## config.mk

```make
export PLATFORM = sky130hd
export DESIGN_NAME = mem_stage_flat
export DESIGN_NICKNAME = d
export VERILOG_FILES = /design/src/rtl/mem_pkg.sv /design/src/rtl/mem_stage_if.sv /design/src/rtl/mem_stage_load_align.sv /design/src/rtl/mem_stage.sv /design/src/flat_wrapper.sv
export SDC_FILE = /design/constraint.sdc
export NUM_CORES = 1
export LEC_CHECK = 0
export CORE_ASPECT_RATIO = 0.8
export CORE_MARGIN = 3
export CORE_UTILIZATION = 30
export DETAILED_ROUTE_END_ITERATION = 8
export GPL_ROUTABILITY_DRIVEN = 1
export GPL_TIMING_DRIVEN = 1
export PLACE_DENSITY = 0.65
export SLEW_MARGIN = 20
export SYNTH_ARGS = -nofsm -noshare
export SYNTH_HDL_FRONTEND = slang
export SYNTH_SLANG_ARGS = --single-unit
```

## constraint.sdc

```tcl
create_clock -name clk -period 9.62 [get_ports clk]
set_input_delay 1.443 -clock clk [delete_from_list [all_inputs] [get_ports clk]]
set_output_delay 1.443 -clock clk [all_outputs]
set_load 0.02 [all_outputs]
```

## src/rtl/mem_pkg.sv

```systemverilog
// Shared definitions for the MEM pipeline stage: access-size encodings, FSM states
// and the byte-lane helpers used by the data-memory request path.
package mem_pkg;

    localparam logic [2:0] F3_LB  = 3'b000;
    localparam logic [2:0] F3_LH  = 3'b001;
    localparam logic [2:0] F3_LW  = 3'b010;
    localparam logic [2:0] F3_LBU = 3'b100;
    localparam logic [2:0] F3_LHU = 3'b101;
    localparam logic [2:0] F3_SB  = 3'b000;
    localparam logic [2:0] F3_SH  = 3'b001;
    localparam logic [2:0] F3_SW  = 3'b010;

    localparam int BE_W = 4;

    typedef enum logic {
        IDLE = 1'b0,
        WAIT = 1'b1
    } mem_state_t;

    function automatic logic is_half(input logic [2:0] f3, input logic we);
        return (f3 == F3_SH) || (!we && (f3 == F3_LHU));
    endfunction

    function automatic logic is_byte(input logic [2:0] f3, input logic we);
        return (f3 == F3_SB) || (!we && (f3 == F3_LBU));
    endfunction

    function automatic logic is_word(input logic [2:0] f3);
        return f3 == F3_SW;
    endfunction

    // Loads and stores share the lane mapping; an undefined size enables no lanes.
    function automatic logic [BE_W-1:0] calc_be(input logic [2:0] f3, input logic we,
                                                input logic [1:0] a);
        logic [BE_W-1:0] be;
        be = '0;
        if (is_byte(f3, we))
            be = 4'b0001 << a;
        else if (is_half(f3, we))
            be = a[1] ? 4'b1100 : 4'b0011;
        else if (is_word(f3))
            be = 4'b1111;
        return be;
    endfunction

    function automatic logic [31:0] calc_wdata(input logic [2:0] f3, input logic [31:0] wd);
        logic [31:0] d;
        case (f3)
            F3_SB:   d = {4{wd[7:0]}};
            F3_SH:   d = {2{wd[15:0]}};
            default: d = wd;
        endcase
        return d;
    endfunction

    function automatic logic is_misaligned(input logic [2:0] f3, input logic we,
                                           input logic [1:0] a);
        return (is_half(f3, we) && a[0]) || (is_word(f3) && (a != 2'b00));
    endfunction

endpackage

```

## src/rtl/mem_stage_if.sv

```systemverilog
// Valid/ready data-memory bus between the MEM stage (master) and the data memory (slave).
interface mem_stage_if;
    import mem_pkg::*;

    logic            dmem_req;
    logic            dmem_we;
    logic [31:0]     dmem_addr;
    logic [BE_W-1:0] dmem_be;
    logic [31:0]     dmem_wdata;
    logic            dmem_ready;
    logic [31:0]     dmem_rdata;

    modport master (
        output dmem_req, dmem_we, dmem_addr, dmem_be, dmem_wdata,
        input  dmem_ready, dmem_rdata
    );

    modport slave (
        input  dmem_req, dmem_we, dmem_addr, dmem_be, dmem_wdata,
        output dmem_ready, dmem_rdata
    );

endinterface

```

## src/rtl/mem_stage_load_align.sv

```systemverilog
// Load lane select and sign/zero extension of the returned data-memory word.
module load_align
    import mem_pkg::*;
(
    input  logic [31:0] i_rdata,
    input  logic [1:0]  i_addr_lo,
    input  logic [2:0]  i_funct3,
    output logic [31:0] o_load
);

    logic [7:0]  w_byte;
    logic [15:0] w_half;

    always_comb begin
        w_byte = i_rdata[7:0];
        case (i_addr_lo)
            2'd0: w_byte = i_rdata[7:0];
            2'd1: w_byte = i_rdata[15:8];
            2'd2: w_byte = i_rdata[23:16];
            2'd3: w_byte = i_rdata[31:24];
            default: w_byte = i_rdata[7:0];
        endcase
    end

    // A misaligned half falls back to the half selected by addr[1].
    assign w_half = i_addr_lo[1] ? i_rdata[31:16] : i_rdata[15:0];

    always_comb begin
        o_load = '0;
        case (i_funct3)
            F3_LB:   o_load = {{24{w_byte[7]}}, w_byte};
            F3_LBU:  o_load = {24'h0, w_byte};
            F3_LH:   o_load = {{16{w_half[15]}}, w_half};
            F3_LHU:  o_load = {16'h0, w_half};
            F3_LW:   o_load = i_rdata;
            default: o_load = '0;
        endcase
    end

endmodule

```

## src/rtl/mem_stage.sv

```systemverilog
// MEM pipeline stage: drives the data-memory bus, stalls upstream while an access waits,
// registers MEM/WB. Optional misalignment trap enabled by MEM_MISALIGN_TRAP_EN.
//
//  state | meaning
//  IDLE  | no access outstanding; zero-wait accesses complete here
//  WAIT  | access issued, holding request until dmem_ready or timeout
module mem_stage
    import mem_pkg::*;
#(
    parameter int DMEM_TIMEOUT = 16
) (
    input  logic        clk,
    input  logic        rst,
    input  logic [31:0] EX_MEM_ALU_result,
    input  logic [31:0] EX_MEM_WriteData,
    input  logic [4:0]  EX_MEM_rd,
    input  logic [2:0]  EX_MEM_funct3,
    input  logic        EX_MEM_MemRead,
    input  logic        EX_MEM_MemWrite,
    input  logic        EX_MEM_RegWrite,
    input  logic [1:0]  EX_MEM_ResultSrc,
    input  logic [31:0] EX_MEM_pcPlus4,
    mem_stage_if.master dmem,
    output logic        mem_stall,
    output logic [31:0] MEM_WB_ALU_result,
    output logic [31:0] MEM_WB_ReadData,
    output logic [31:0] MEM_WB_pcPlus4,
    output logic [4:0]  MEM_WB_rd,
    output logic [1:0]  MEM_WB_ResultSrc,
    output logic        MEM_WB_RegWrite,
    output logic        MEM_WB_bus_err,
    output logic        MEM_WB_misalign
);

    localparam int CNT_W = (DMEM_TIMEOUT > 2) ? $clog2(DMEM_TIMEOUT) : 1;
    localparam logic [CNT_W-1:0] CNT_LAST = CNT_W'(DMEM_TIMEOUT - 1);

    mem_state_t       r_state;
    mem_state_t       w_state_nxt;
    logic [CNT_W-1:0] r_cnt;
    logic [CNT_W-1:0] w_cnt_nxt;

    logic        w_access;
    logic        w_trap;
    logic        w_bus_access;
    logic        w_active;
    logic        w_complete;
    logic        w_timeout;
    logic [1:0]  w_a;
    logic [31:0] w_load;

    assign w_access = EX_MEM_MemRead | EX_MEM_MemWrite;
    assign w_a      = EX_MEM_ALU_result[1:0];

`ifdef MEM_MISALIGN_TRAP_EN
    logic w_misalign;
    assign w_misalign = is_misaligned(EX_MEM_funct3, EX_MEM_MemWrite, w_a);
    assign w_trap     = w_access & w_misalign;
`else
    assign w_trap     = 1'b0;
`endif

    assign w_bus_access = w_access & ~w_trap;
    assign w_active     = (r_state == WAIT) | w_bus_access;

    always_ff @(posedge clk or posedge rst) begin
        if (rst) begin
            r_state <= IDLE;
            r_cnt   <= '0;
        end else begin
            r_state <= w_state_nxt;
            r_cnt   <= w_cnt_nxt;
        end
    end

    always_comb begin
        w_state_nxt = r_state;
        w_cnt_nxt   = r_cnt;
        w_complete  = 1'b0;
        w_timeout   = 1'b0;
        case (r_state)
            IDLE: begin
                w_cnt_nxt = '0;
                if (w_bus_access) begin
                    if (dmem.dmem_ready)
                        w_complete = 1'b1;
                    else
                        w_state_nxt = WAIT;
                end
            end
            WAIT: begin
                if (dmem.dmem_ready) begin
                    w_complete  = 1'b1;
                    w_state_nxt = IDLE;
                    w_cnt_nxt   = '0;
                end else if (r_cnt == CNT_LAST) begin
                    w_complete  = 1'b1;
                    w_timeout   = 1'b1;
                    w_state_nxt = IDLE;
                    w_cnt_nxt   = '0;
                end else begin
                    w_cnt_nxt = r_cnt + CNT_W'(1);
                end
            end
            default: begin
                w_state_nxt = IDLE;
                w_cnt_nxt   = '0;
            end
        endcase
    end

    // Reset gates the request combinationally so an abandoned access drops at once.
    assign dmem.dmem_req   = ~rst & w_active;
    assign dmem.dmem_we    = EX_MEM_MemWrite;
    assign dmem.dmem_addr  = {EX_MEM_ALU_result[31:2], 2'b00};
    assign dmem.dmem_be    = calc_be(EX_MEM_funct3, EX_MEM_MemWrite, w_a);
    assign dmem.dmem_wdata = calc_wdata(EX_MEM_funct3, EX_MEM_WriteData);
    assign mem_stall       = ~rst & w_active & ~w_complete;

    load_align u_load_align (
        .i_rdata   (dmem.dmem_rdata),
        .i_addr_lo (w_a),
        .i_funct3  (EX_MEM_funct3),
        .o_load    (w_load)
    );

    always_ff @(posedge clk or posedge rst) begin
        if (rst) begin
            MEM_WB_ALU_result <= '0;
            MEM_WB_ReadData   <= '0;
            MEM_WB_pcPlus4    <= '0;
            MEM_WB_rd         <= '0;
            MEM_WB_ResultSrc  <= '0;
            MEM_WB_RegWrite   <= 1'b0;
            MEM_WB_bus_err    <= 1'b0;
            MEM_WB_misalign   <= 1'b0;
        end else if (mem_stall) begin
            MEM_WB_ALU_result <= '0;
            MEM_WB_ReadData   <= '0;
            MEM_WB_pcPlus4    <= '0;
            MEM_WB_rd         <= '0;
            MEM_WB_ResultSrc  <= '0;
            MEM_WB_RegWrite   <= 1'b0;
            MEM_WB_bus_err    <= 1'b0;
            MEM_WB_misalign   <= 1'b0;
        end else begin
            MEM_WB_ALU_result <= EX_MEM_ALU_result;
            MEM_WB_ReadData   <= (w_complete && !w_timeout && !EX_MEM_MemWrite) ? w_load : '0;
            MEM_WB_pcPlus4    <= EX_MEM_pcPlus4;
            MEM_WB_rd         <= EX_MEM_rd;
            MEM_WB_ResultSrc  <= EX_MEM_ResultSrc;
            MEM_WB_RegWrite   <= EX_MEM_RegWrite & ~w_timeout & ~w_trap;
            MEM_WB_bus_err    <= w_timeout;
            MEM_WB_misalign   <= w_trap;
        end
    end

endmodule

```

## src/flat_wrapper.sv

```systemverilog
// flat-port wrapper written by rule: the top's interface ports become plain ports
module mem_stage_flat import mem_pkg::*;
#(
    parameter int DMEM_TIMEOUT = 16
)
  (clk, rst, EX_MEM_ALU_result, EX_MEM_WriteData, EX_MEM_rd, EX_MEM_funct3, EX_MEM_MemRead, EX_MEM_MemWrite, EX_MEM_RegWrite, EX_MEM_ResultSrc, EX_MEM_pcPlus4, mem_stall, MEM_WB_ALU_result, MEM_WB_ReadData, MEM_WB_pcPlus4, MEM_WB_rd, MEM_WB_ResultSrc, MEM_WB_RegWrite, MEM_WB_bus_err, MEM_WB_misalign, dmem_dmem_req, dmem_dmem_we, dmem_dmem_addr, dmem_dmem_be, dmem_dmem_wdata, dmem_dmem_ready, dmem_dmem_rdata);
  mem_stage_if dmem_i ();
  input  logic clk;
  input  logic rst;
  input  logic [31:0] EX_MEM_ALU_result;
  input  logic [31:0] EX_MEM_WriteData;
  input  logic [4:0] EX_MEM_rd;
  input  logic [2:0] EX_MEM_funct3;
  input  logic EX_MEM_MemRead;
  input  logic EX_MEM_MemWrite;
  input  logic EX_MEM_RegWrite;
  input  logic [1:0] EX_MEM_ResultSrc;
  input  logic [31:0] EX_MEM_pcPlus4;
  output logic mem_stall;
  output logic [31:0] MEM_WB_ALU_result;
  output logic [31:0] MEM_WB_ReadData;
  output logic [31:0] MEM_WB_pcPlus4;
  output logic [4:0] MEM_WB_rd;
  output logic [1:0] MEM_WB_ResultSrc;
  output logic MEM_WB_RegWrite;
  output logic MEM_WB_bus_err;
  output logic MEM_WB_misalign;
  output wire logic [$bits(dmem_i.dmem_req)-1:0] dmem_dmem_req;
  output wire logic [$bits(dmem_i.dmem_we)-1:0] dmem_dmem_we;
  output wire logic [$bits(dmem_i.dmem_addr)-1:0] dmem_dmem_addr;
  output wire logic [$bits(dmem_i.dmem_be)-1:0] dmem_dmem_be;
  output wire logic [$bits(dmem_i.dmem_wdata)-1:0] dmem_dmem_wdata;
  input wire logic [$bits(dmem_i.dmem_ready)-1:0] dmem_dmem_ready;
  input wire logic [$bits(dmem_i.dmem_rdata)-1:0] dmem_dmem_rdata;
  assign dmem_dmem_req = dmem_i.dmem_req;
  assign dmem_dmem_we = dmem_i.dmem_we;
  assign dmem_dmem_addr = dmem_i.dmem_addr;
  assign dmem_dmem_be = dmem_i.dmem_be;
  assign dmem_dmem_wdata = dmem_i.dmem_wdata;
  assign dmem_i.dmem_ready = dmem_dmem_ready;
  assign dmem_i.dmem_rdata = dmem_dmem_rdata;
  mem_stage #(.DMEM_TIMEOUT(DMEM_TIMEOUT)) u_core (.clk(clk), .rst(rst), .EX_MEM_ALU_result(EX_MEM_ALU_result), .EX_MEM_WriteData(EX_MEM_WriteData), .EX_MEM_rd(EX_MEM_rd), .EX_MEM_funct3(EX_MEM_funct3), .EX_MEM_MemRead(EX_MEM_MemRead), .EX_MEM_MemWrite(EX_MEM_MemWrite), .EX_MEM_RegWrite(EX_MEM_RegWrite), .EX_MEM_ResultSrc(EX_MEM_ResultSrc), .EX_MEM_pcPlus4(EX_MEM_pcPlus4), .dmem(dmem_i), .mem_stall(mem_stall), .MEM_WB_ALU_result(MEM_WB_ALU_result), .MEM_WB_ReadData(MEM_WB_ReadData), .MEM_WB_pcPlus4(MEM_WB_pcPlus4), .MEM_WB_rd(MEM_WB_rd), .MEM_WB_ResultSrc(MEM_WB_ResultSrc), .MEM_WB_RegWrite(MEM_WB_RegWrite), .MEM_WB_bus_err(MEM_WB_bus_err), .MEM_WB_misalign(MEM_WB_misalign));
endmodule
```

# Word level (Yosys, flattened, before mapping)
# Index checks and enable logic that the tools add are counted.
[word_totals]
ff_bits = 110
word_cells = 69
in_bits = 144
out_inout_bits = 177
[classes]
n_shift = 1
n_reduce_logical = 10
muxes = 31
bitwise_logic = 9
n_eq_ne = 8
addsub = 1
[op_table]
columns = ["cell", "n"]
rows = [
  ["32-bit one-hot mux with 5 select lines", 1],
  ["32-bit 2-to-1 mux", 4],
  ["32-bit one-hot mux with 2 select lines", 1],
  ["8-bit one-hot mux with 4 select lines", 1],
  ["4-bit 2-to-1 mux", 6],
  ["16-bit 2-to-1 mux", 1],
  ["1-bit 2-to-1 mux", 12],
  ["4-bit one-hot mux with 2 select lines", 1],
  ["3-bit equality test (second input constant)", 2],
  ["5-bit 2-to-1 mux", 1],
  ["4-bit by 1-bit adder with 4-bit output (second input constant)", 1],
  ["2-bit equality test (second input constant)", 2],
  ["4-bit equality test (second input constant)", 1],
  ["1-bit logical AND", 4],
  ["1-bit inverter", 4],
  ["1-bit one-hot mux with 2 select lines", 2],
  ["1-bit by 2-bit left shift with 4-bit output (first input constant)", 1],
  ["1-bit AND", 3],
  ["3-bit by 1-bit equality test with 1-bit output (second input constant)", 1],
  ["3-bit by 2-bit equality test with 1-bit output (second input constant)", 1],
  ["3-bit zero test", 1],
  ["2-bit by 1-bit equality test with 1-bit output (second input constant)", 1],
  ["1-bit zero test", 2],
  ["2-bit zero test", 1],
  ["other kinds (3)", 5],
]

# Longest topological paths before layout
# Gate-level depths: netlist of run 1.
[logic_depth]
depth_word = 9
mapped_depth = 6
depth_no_buf = 4

# Cells and area by module
# From an unflattened synthesis of run 1, not the netlist that was laid out.
[hier_totals]
hier_cells = 478
hier_area_um2 = 5411.4
[modules_own_cells]
columns = ["mod", "instances", "seq_area_each_um2", "cells_per_inst", "area_each_um2"]
rows = [
  ["mem_stage", 1, 2752.6, 350, 4345.4],
  ["load_align", 1, 0.0, 128, 1066.0],
]

# Least setup slack after synthesis of run 1
# OpenSTA, ideal clock, no wires.
[synth_path]
path_kind = "input -> output"
from = "in EX_MEM_funct3[2]"
to = "out dmem_dmem_wdata[16]"
cell_stages = 4
path_buffers = 2
required_time_ps = 8177
setup_slack_ps = 5644
arrival_time_ps = 2533
path_cell_list = "buf_2 nor2_1 buf_2 mux2_2"
[synth_via]
elab_chain_len = 2
elab_cells_between_ends = 3
classes_between = "1 x eq/ne; 1 x mux; 1 x reduce/logical"
[synth_lines]
columns = ["element", "line_no", "source"]
rows = [
  ["start: declaration", "flat_wrapper.sv:13", "input logic [2:0] EX_MEM_funct3;"],
  ["3-bit by 1-bit equality test with 1-bit output or 3-bit zero test (tied branches)", "mem_pkg.sv:49", "case (f3)"],
  ["32-bit one-hot mux with 2 select lines (*)", "mem_pkg.sv:49", ""],
  ["end: declaration", "flat_wrapper.sv:32", "output wire logic [$bits(dmem_i.dmem_wdata)-1:0] dmem_dmem_wdata;"],
]
# Mark *: on every way between the ends. The rest lies on a longest branch, timed or not.

# Worst setup path in the final report of run 1
[layout_path]
from = "in EX_MEM_ALU_result[1]"
to = "out dmem_dmem_be[1]"
[layout_via]
elab_chain_len = 3
elab_cells_between_ends = 4
classes_between = "1 x shift; 3 x mux"
[layout_lines]
columns = ["element", "line_no", "source"]
rows = [
  ["start: declaration", "flat_wrapper.sv:10", "input logic [31:0] EX_MEM_ALU_result;"],
  ["4-bit 2-to-1 mux", "mem_pkg.sv:41", "be = a[1] ? 4'b1100 : 4'b0011;"],
  ["4-bit 2-to-1 mux", "mem_pkg.sv:40", "else if (is_half(f3, we))"],
  ["4-bit 2-to-1 mux (*)", "mem_pkg.sv:38", "if (is_byte(f3, we))"],
  ["end: declaration", "flat_wrapper.sv:31", "output wire logic [$bits(dmem_i.dmem_be)-1:0] dmem_dmem_be;"],
]
# Marks and branches as above.

==> results.md, run 1 <==
- Yosys reg bits: 110
- CTS Hold Bufs: 0
- Grt peak-use layer: met2
- Critical path class: input pin to primary output
- Maximum root-to-sink buffer count: 2
- Crit path top cell by count: clkdlybuf4s50_1
- GRT Total Usage: 0.183
- Post-synth EDFFs: 0
- # resized after CTS: 0
- Global route overflow: 0
- Area leader, netlist: dfrtp_1
- Core footprint: around 17000 µm²
- R2R Setup Slk: roughly 7500 ps
- R2r endpoint: u_core.MEM_WB_ALU_result[13]$_DFF_PP0_
- Total CTS buffers: 9
- RD Place Congestion: 0.904
- Remaining DRCs: 0
- Top Ports: about 320
- Period utilization: 0.547
- I/O Buffers: approximately 320
- Net count, final: a little under 900
- Leakage dissipation: roughly 3.6 nW
- Setup TNS: 0 ps
- Share of the synthesized area in the top cell type: 0.514
- Largest net degree at the start of global routing: between 70 and 80
- Skew final: about 7 ps
- Status: finished, final reports clean
- Startpoint types: input pin
- Largest cells by area after synthesis: dfrtp_1 (51%), and2_4 (10%), buf_4 (6.3%)
- Layout cells sized above 1: 0.177
- Relative slew slack: 0.402
- Cell Area, Synth: between 5000 and 6000 µm²
- Crit path largest cell delay: around 860 ps
- CP max stage cell: clkdlybuf4s50_1
- Area after DPL: roughly 8300 µm²
- Worst hold start: u_core.r_cnt[0]$_DFF_PP0_
- Mean Syn Cell Area: between 10 and 15 µm²
- Top_reg_cell synth: dfrtp_1
- CP cell instances: clkdlybuf4s50_1, inv_1, o21ai_0, a21oi_1, clkdlybuf4s50_1
- Die Span X: 155 µm
- Met3 Use GR: 0.0536
- Met1 Usage GRT: 0.215
- Sequential area share after synthesis: 0.514
- Initial core utilization: 0.307
- FF-to-FF Start: u_core.r_cnt[0]$_DFF_PP0_
- Number of DRC markers in iteration 0: between 300 and 400
- DR vias: around 4600
- Final WL: 18.3 mm
- Setup violators final: 0
- Synth cell types: 51
- CTS tree: done
- FF/Latch Area: ~2800 µm²
- Measured slew at the worst slew-check pin: slightly below 900 ps
- Antenna Cells: 0
- Hold Crit Class: flop to flop
- Initial antenna violation count: 0
- Maxcap violations: 0
- Critical Path RT: between 8000 and 9000 ps
- Skew-Pair Late Insertion Delay: around 350 ps
- Post-route cell area: just under 9000 µm²
- H-tree levels: 3
- Commonest non-fill, non-tap cells in the layout: clkdlybuf4s50_1 (317), dfrtp_1 (110), and2_4 (64), mux2_2 (27)
- Unrepaired setup endpoints after global routing: false
- Hold Crit Endpoint: u_core.r_cnt[0]$_DFF_PP0_
- Hold path depth: 1
- VDD IR max: 0.0000708 V
- Die ar.: about 19000 µm²
- Tmin final: 5260 ps
- Area of the multi-input gates: 2080 µm²
- Die Ht: 125 µm
- FP Rows: 43
- CP Capture Type: primary output
- Root buffer cell: clkbuf_16
- FILL cells: around 1600
- Yosys warns: 0
- Final hold vios: 0
- Post-CTS setup buffers: 0
- Final Max Slew Viols: 0
- Commonest non-fill, non-tap cell in the layout: clkdlybuf4s50_1
- Area Overhead vs Synth: 61.9%
- Post-route ant nets: 0
- Vias in the first global route: ~4800
- CTS sink cnt: 110
- DR pass1 iterations: 4
- Max Clock Freq: 190 MHz
- Crit path DAT: roughly 3800 ps
- CP Max Fanout: 21
- Asr flop ratio synth: 1.00
- Routed wire per std cell: 19.1 µm
- First-pass GRT wire length: approximately 28 mm
- Met2 usage: 0.327
- Reg2Reg Depth: 4
- P per Cell Area: about 140 nW/µm²
- Vias per inst: approximately 4.8
- Mapped Cells: roughly 460
- Dpl hpwl: around 15 mm
- Clock slew at reported path FFs: around 70 ps
==> kinds of logic after synthesis <==
family	share of synthesized area
simple gates	0.201
flops	0.514
compound gates	0.109
buf+inv	0.0992
mux	0.0718
fa+ha+maj	0.00234
other cells	0.000701
xor+xnor	0.00164
==> per-layer routing <==
layer	share of wire	routed length (µm)	vias up
li1	-	-	2082
met1	0.38	7000	2232
met2	0.52	9430	239
met3	0.085	1560	21
met4	0.016	294	0
met5	0	0	-
==> worst max path at each step <==
stage	startpoint	endpoint	slack [ps]
after floorplan	rst	u_core.MEM_WB_ALU_result[0]$_DFF_PP0_	5270
after global placement	EX_MEM_ALU_result[1]	dmem_dmem_be[1]	4470
after detailed placement	EX_MEM_ALU_result[1]	dmem_dmem_be[1]	4390
after CTS	EX_MEM_ALU_result[1]	dmem_dmem_be[1]	4390
after global routing	EX_MEM_ALU_result[1]	dmem_dmem_be[1]	4210
final	EX_MEM_ALU_result[1]	dmem_dmem_be[1]	4360
==> registers in the layout, summed over array words and instances, names as in the netlist <==
register,cells
u_core.MEM_WB_ALU_result,32
u_core.MEM_WB_ReadData,32
u_core.MEM_WB_pcPlus4,32
u_core.MEM_WB_rd,5
u_core.r_cnt,4
u_core.MEM_WB_ResultSrc,2
u_core.MEM_WB_RegWrite,1
u_core.MEM_WB_bus_err,1
u_core.r_state,1
==> synth_stat cells (2+ instances only) <==
master,number
and2_1,5
a22oi_1,9
a221oi_1,2
a2111oi_0,3
and2_4,64
nor3b_1,6
o211ai_1,2
buf_2,10
nand2b_1,2
buf_6,8
nor2b_1,5
mux2i_1,8
a31oi_1,17
nand3_1,5
buf_4,45
nor3_1,2
clkbuf_1,7
a21oi_1,23
a2111oi_1,3
or4b_2,7
o22ai_1,6
nand2_1,20
mux2_2,27
inv_1,6
nor2_1,23
o21a_1,6
dfrtp_1,110
o21ai_0,9
and2_2,2
==> layout make-up <==
class | count | area share
Multi-Input combinational cell | 279 | 0.240
Timing Repair Buffer | 321 | 0.370
Inverter | 7 | 0.00332
Sequential cell | 110 | 0.318
Clock buffer | 11 | 0.0292
Tap cell | 225 | 0.0325
Clock inverter | 5 | 0.00737
==> through the flow <==
| stage | setup slack, ps | hold WS (ps) | utilization | power [mW] | std cells |
|---|---|---|---|---|---|
| after floorplan | 5270 | 460 | - | 0.661 | 466 |
| after global placement | 4470 | 476 | 0.478 | 0.815 | 942 |
| after detailed placement | 4390 | 504 | 0.478 | 0.819 | 942 |
| after CTS | 4390 | 514 | 0.497 | 1.21 | 958 |
| after global routing | 4210 | 540 | 0.497 | 1.25 | 958 |
| final | 4360 | 513 | 0.497 | 1.20 | 958 |
==> power breakdown <==
| group | switching [mW] | total, mW | internal [mW] |
|---|---|---|---|
| Combinational | 0.146 | 0.314 | 0.168 |
| Sequential | 0.00743 | 0.494 | 0.486 |
| Clock | 0.170 | 0.389 | 0.219 |
==> worst max-delay path: cells and delay by family <==
kind | cells | cell delay [ps]
buf+inv | 3 | 2030
compound gates | 2 | 350
Power figures use the tool's default switching activity.
==> inputs of run 2 (changes only) <==
==> constraint.sdc (replaced) <==
create_clock -name clk -period 5.3 [get_ports clk]
set_input_delay 0.795 -clock clk [delete_from_list [all_inputs] [get_ports clk]]
set_output_delay 0.795 -clock clk [all_outputs]
set_load 0.02 [all_outputs]
==> results.md, run 2 (same netlist as run 1, synthesis figures left out) <==
- Startpoint types: input pin
- FP Rows: between 40 and 50
- Critical Path RT: 4510 ps
- Antenna Cells: 0
- Skew-Pair Late Insertion Delay: between 300 and 400 ps
- Largest net degree at the start of global routing: roughly 70
- Crit path top cell by count: clkdlybuf4s50_1
- First-pass GRT wire length: approximately 27 mm
- Pint: approximately 1.6 mW
- Total CTS buffers: 9
- Global route overflow: 0
- Commonest non-fill, non-tap cell in the layout: clkdlybuf4s50_1
- Final Total Pwr: approximately 2.2 mW
- Die Ht: around 130 µm
- Clock share of power: 0.323
- Switch Pwr: around 600 µW
- Leakage dissipation: 3.59 nW
- Measured slew at the worst slew-check pin: around 1100 ps
- Die Span X: roughly 160 µm
- Remaining DRCs: 0
- Relative slew slack: 0.286
- VDD IR max: 0.000137 V
- Crit path DAT: 3070 ps
- Period utilization: 0.730
- Sw Ratio: 0.279
- Crit path largest cell delay: ~770 ps
- Routed wire per std cell: about 19 µm
- Skew final: 4.62 ps
- Final Max Slew Viols: 0
- CTS Hold Bufs: 0
- Number of DRC markers in iteration 0: approximately 210
- Post-CTS setup buffers: 0
- R2R Setup Slk: approximately 3200 ps
- GRT Total Usage: 0.183
- Sequential share of power: 0.413
- Maximum root-to-sink buffer count: 2
- Initial antenna violation count: 0
- DR vias: 4523
- Clock slew at reported path FFs: approximately 70 ps
- Vias in the first global route: ~4700
- Layout cells sized above 1: 0.179
- Setup TNS: 0 ps
- Die ar.: roughly 19000 µm²
- Post-route ant nets: 0
- Commonest non-fill, non-tap cells in the layout: clkdlybuf4s50_1 (317), dfrtp_1 (110), and2_4 (64), mux2_2 (27)
- Unrepaired setup endpoints after global routing: false
- FILL cells: 1579
- Top Ports: approximately 320
- Top Registers: u_core.MEM_WB_ALU_result (32), u_core.MEM_WB_ReadData (32), u_core.MEM_WB_pcPlus4 (32)
- Comb power frac: 0.264
- Tmin final: 3870 ps
- Max Clock Freq: ~260 MHz
- P per Cell Area: around 250 nW/µm²
- CP max stage cell: clkdlybuf4s50_1
- Hold Crit Class: flop to flop
- CTS sink cnt: 110
- I/O Buffers: around 320
- CP Capture Type: primary output
- Setup violators final: 0
- CP Max Fanout: 14
- Core footprint: 17400 µm²
- Status: finished, final reports clean
- CTS tree: done
- Vias per inst: 4.71
- CP delay by family, top: buffers and inverters
- H-tree levels: 3
- Maxcap violations: 0
- Critical path class: input pin to primary output
- RD Place Congestion: a little under 0.9
- # resized after CTS: 0
- Buf/Inv on CP: 2
- Area Overhead vs Synth: 62.0%
- CP cell instances: clkdlybuf4s50_1, nor3_4, mux2_2, clkdlybuf4s50_1
- Initial core utilization: 0.307
- Final hold vios: 0
- Root buffer cell: clkbuf_16
- DR pass1 iterations: 4
- Net count, final: about 880
- Dpl hpwl: about 15 mm
- Final WL: ~18 mm
[run 2: changes by cell type in the layout (fill, tap and decap cells not counted)]
cell / delta
inv_6: +3
inv_8: -1
clkbuf_8: -2
buf_4: +3
nor2b_2: -1
nor2b_1: +1
[run 2: worst register-to-register path: cells and delay by family (launching register included)]
| kind | cells | cell delay [ps] |
|---|---|---|
| buf+inv | 1 | 320 |
| fa+ha+maj | 1 | 270 |
| flops | 1 | 420 |
| simple gates | 2 | 540 |
| compound gates | 1 | 480 |
[run 2: layout make-up]
| class | instances | area, µm² | share of cell area |
|---|---|---|---|
| Clock inverter | 7 | 78.8 | 0.00909 |
| Timing Repair Buffer | 324 | 3230 | 0.372 |
| Clock buffer | 9 | 225 | 0.0260 |
| Tap cell | 225 | 282 | 0.0325 |
| Sequential cell | 110 | 2750 | 0.318 |
| Inverter | 7 | 28.8 | 0.00332 |
| Multi-Input combinational cell | 279 | 2070 | 0.239 |
[run 2: path summary, 6_finish.rpt]
check / start / endpoint / cells past startpoint
max: EX_MEM_funct3[0] / dmem_dmem_wdata[9] / 4
min in group asynchronous: rst / u_core.MEM_WB_RegWrite$_DFF_PP0_ / 2
max reg2reg: u_core.r_cnt[0]$_DFF_PP0_ / u_core.MEM_WB_ALU_result[16]$_DFF_PP0_ / 5
min: u_core.r_cnt[0]$_DFF_PP0_ / u_core.r_cnt[0]$_DFF_PP0_ / 1
max in group asynchronous: rst / u_core.MEM_WB_ReadData[8]$_DFF_PP0_ / 3
min reg2reg: u_core.r_cnt[0]$_DFF_PP0_ / u_core.r_cnt[0]$_DFF_PP0_ / 1
[run 2: through the flow]
step / setup WS [ps] / utilization / cells / area, µm² / hold WS, ps
3_5_place_dp: 1420 / 0.480 / 945 / 8360 / 499
6_report: 1430 / 0.497 / 961 / 8670 / 507
2_1_floorplan: 1600 / - / 466 / 5360 / 460
5_1_grt: 1330 / 0.497 / 961 / 8670 / 543
3_3_place_gp: 1440 / 0.480 / 945 / 8360 / 476
4_1_cts: 1410 / 0.497 / 961 / 8670 / 510
[run 2: per-layer routing]
layer  wire length, µm  track usage  share of wire
met5                 0            0              0
met4               478       0.0700          0.026
met3              1660       0.0478          0.090
met2              9130        0.316           0.50
met1              7070        0.218           0.39
[run 2: power by group through the flow]
stage	sequential, mW	clock (mW)	combinational, mW
after global routing	0.900	0.758	0.604
final	0.896	0.700	0.571
after global placement	0.911	0	0.568
after CTS	0.896	0.717	0.577
after floorplan	0.968	0	0.232
after detailed placement	0.913	0	0.574
==> inputs of run 3 (changes only) <==
==> constraint.sdc (replaced) <==
create_clock -name clk -period 3.6 [get_ports clk]
set_input_delay 0.54 -clock clk [delete_from_list [all_inputs] [get_ports clk]]
set_output_delay 0.54 -clock clk [all_outputs]
set_load 0.02 [all_outputs]
==> results.md, run 3 (same netlist as run 1, synthesis figures left out) <==
- Max Clock Freq: ~320 MHz
- Measured slew at the worst slew-check pin: between 800 and 900 ps
- Hold path depth: 1
- Largest net degree at the start of global routing: between 70 and 80
- Initial antenna violation count: 0
- VDD IR max: 0.000218 V
- Maximum root-to-sink buffer count: 2
- Setup TNS: 0 ps
- Total CTS buffers: 9
- R2R Setup Slk: 1400 ps
- Initial core utilization: 0.307
- FF/Latch Area: 2750 µm²
- Final core utilization: 0.499
- H-tree levels: 3
- Commonest non-fill, non-tap cell in the layout: clkdlybuf4s50_1
- Die Span X: approximately 160 µm
- Critical path class: input pin to primary output
- Skew final: 3.22 ps
- Skew-Pair Late Insertion Delay: about 340 ps
- DR vias: about 4500
- Reg2Reg Depth: 5
- Tmin final: a little over 3000 ps
- Maxcap violations: 0
- Remaining DRCs: 0
- Crit path DAT: between 2000 and 3000 ps
- Root buffer cell: clkbuf_16
- Number of DRC markers in iteration 0: 254
- Setup violators final: 0
- Vias in the first global route: between 4000 and 5000
- Layout cells sized above 1: 0.181
- Period utilization: 0.865
- Net count, final: just under 900
- First-pass GRT wire length: between 20 and 30 mm
- Antenna Cells: 0
- RD Place Congestion: between 0.9 and 1
- Leakage dissipation: approximately 3.6 nW
- Critical Path RT: 3060 ps
- Unrepaired setup endpoints after global routing: false
- Final WL: ~18 mm
- Top Ports: roughly 320
- Routed wire per std cell: 18.6 µm
- Clock slew at reported path FFs: roughly 70 ps
- I/O Buffers: ~320
- GRT Total Usage: 0.179
- DR pass1 iterations: 5
- FILL cells: around 1600
- Die Ht: roughly 130 µm
- Commonest non-fill, non-tap cells in the layout: clkdlybuf4s50_1 (317), dfrtp_1 (110), and2_4 (64), mux2_2 (27)
- P per Cell Area: between 300 and 400 nW/µm²
- Global route overflow: 0
- Final hold vios: 0
- Dpl hpwl: between 10 and 15 mm
- Area of the multi-input gates: between 2000 and 2500 µm²
- CTS tree: done
- Hold Crit Class: flop to flop
- Status: finished, final reports clean
- CTS Hold Bufs: 0
- CP Max Fanout: 9
- Vias per inst: between 4 and 5
- FP Rows: 43
- CTS sink cnt: between 100 and 150
- Final Max Slew Viols: 0
- Startpoint types: input pin
- Area Overhead vs Synth: 62.6%
- CP Capture Type: primary output
- Die ar.: around 19000 µm²
- Post-route ant nets: 0
- Core footprint: approximately 17000 µm²
- # resized after CTS: 0
- Post-CTS setup buffers: 0
- Top Registers: u_core.MEM_WB_ALU_result (32), u_core.MEM_WB_ReadData (32), u_core.MEM_WB_pcPlus4 (32)
- Relative slew slack: 0.465
run 3: path summary, 6_finish.rpt:
check,start,endpoint
worst min-delay path,u_core.r_cnt[0]$_DFF_PP0_,u_core.r_cnt[0]$_DFF_PP0_
worst max register to register,u_core.r_cnt[0]$_DFF_PP0_,u_core.MEM_WB_ALU_result[31]$_DFF_PP0_
worst max-delay path,EX_MEM_funct3[2],dmem_dmem_wdata[11]
max in group asynchronous,rst,u_core.MEM_WB_ReadData[13]$_DFF_PP0_
worst min register to register,u_core.r_cnt[0]$_DFF_PP0_,u_core.r_cnt[0]$_DFF_PP0_
min in group asynchronous,rst,u_core.MEM_WB_RegWrite$_DFF_PP0_
run 3: metrics by stage:
stage	cells	power, mW	instance area [µm²]	hold WS (ps)	setup WS, ps
after floorplan	466	1.77	5360	460	158
after global placement	949	2.18	8410	476	539
after detailed placement	949	2.19	8410	502	496
after CTS	964	3.19	8700	512	491
after global routing	964	3.29	8700	527	408
final	964	3.15	8700	519	487
run 3: layout make-up:
type	instances	share of cell area
Clock buffer	10	0.0263
Clock inverter	5	0.00762
Inverter	7	0.00331
Multi-Input combinational cell	279	0.238
Sequential cell	110	0.316
Tap cell	225	0.0324
Timing Repair Buffer	328	0.376
run 3: per-layer routing:
metal | global-route usage | routed length, µm
met5 | 0 | 0
met4 | 0.0407 | 310
met3 | 0.0678 | 1860
met2 | 0.319 | 9150
met1 | 0.205 | 6620
run 3: power breakdown:
group | total (mW) | internal (mW) | switching [mW]
Sequential | 1.32 | 1.30 | 0.0202
Clock | 0.988 | 0.545 | 0.443
Combinational | 0.844 | 0.454 | 0.390
run 3: worst max-delay path, cell delays in order:
cell             delay [ps]
clkdlybuf4s50_1         630
nor3_4                  460
mux2_2                  390
clkdlybuf4s50_1         550
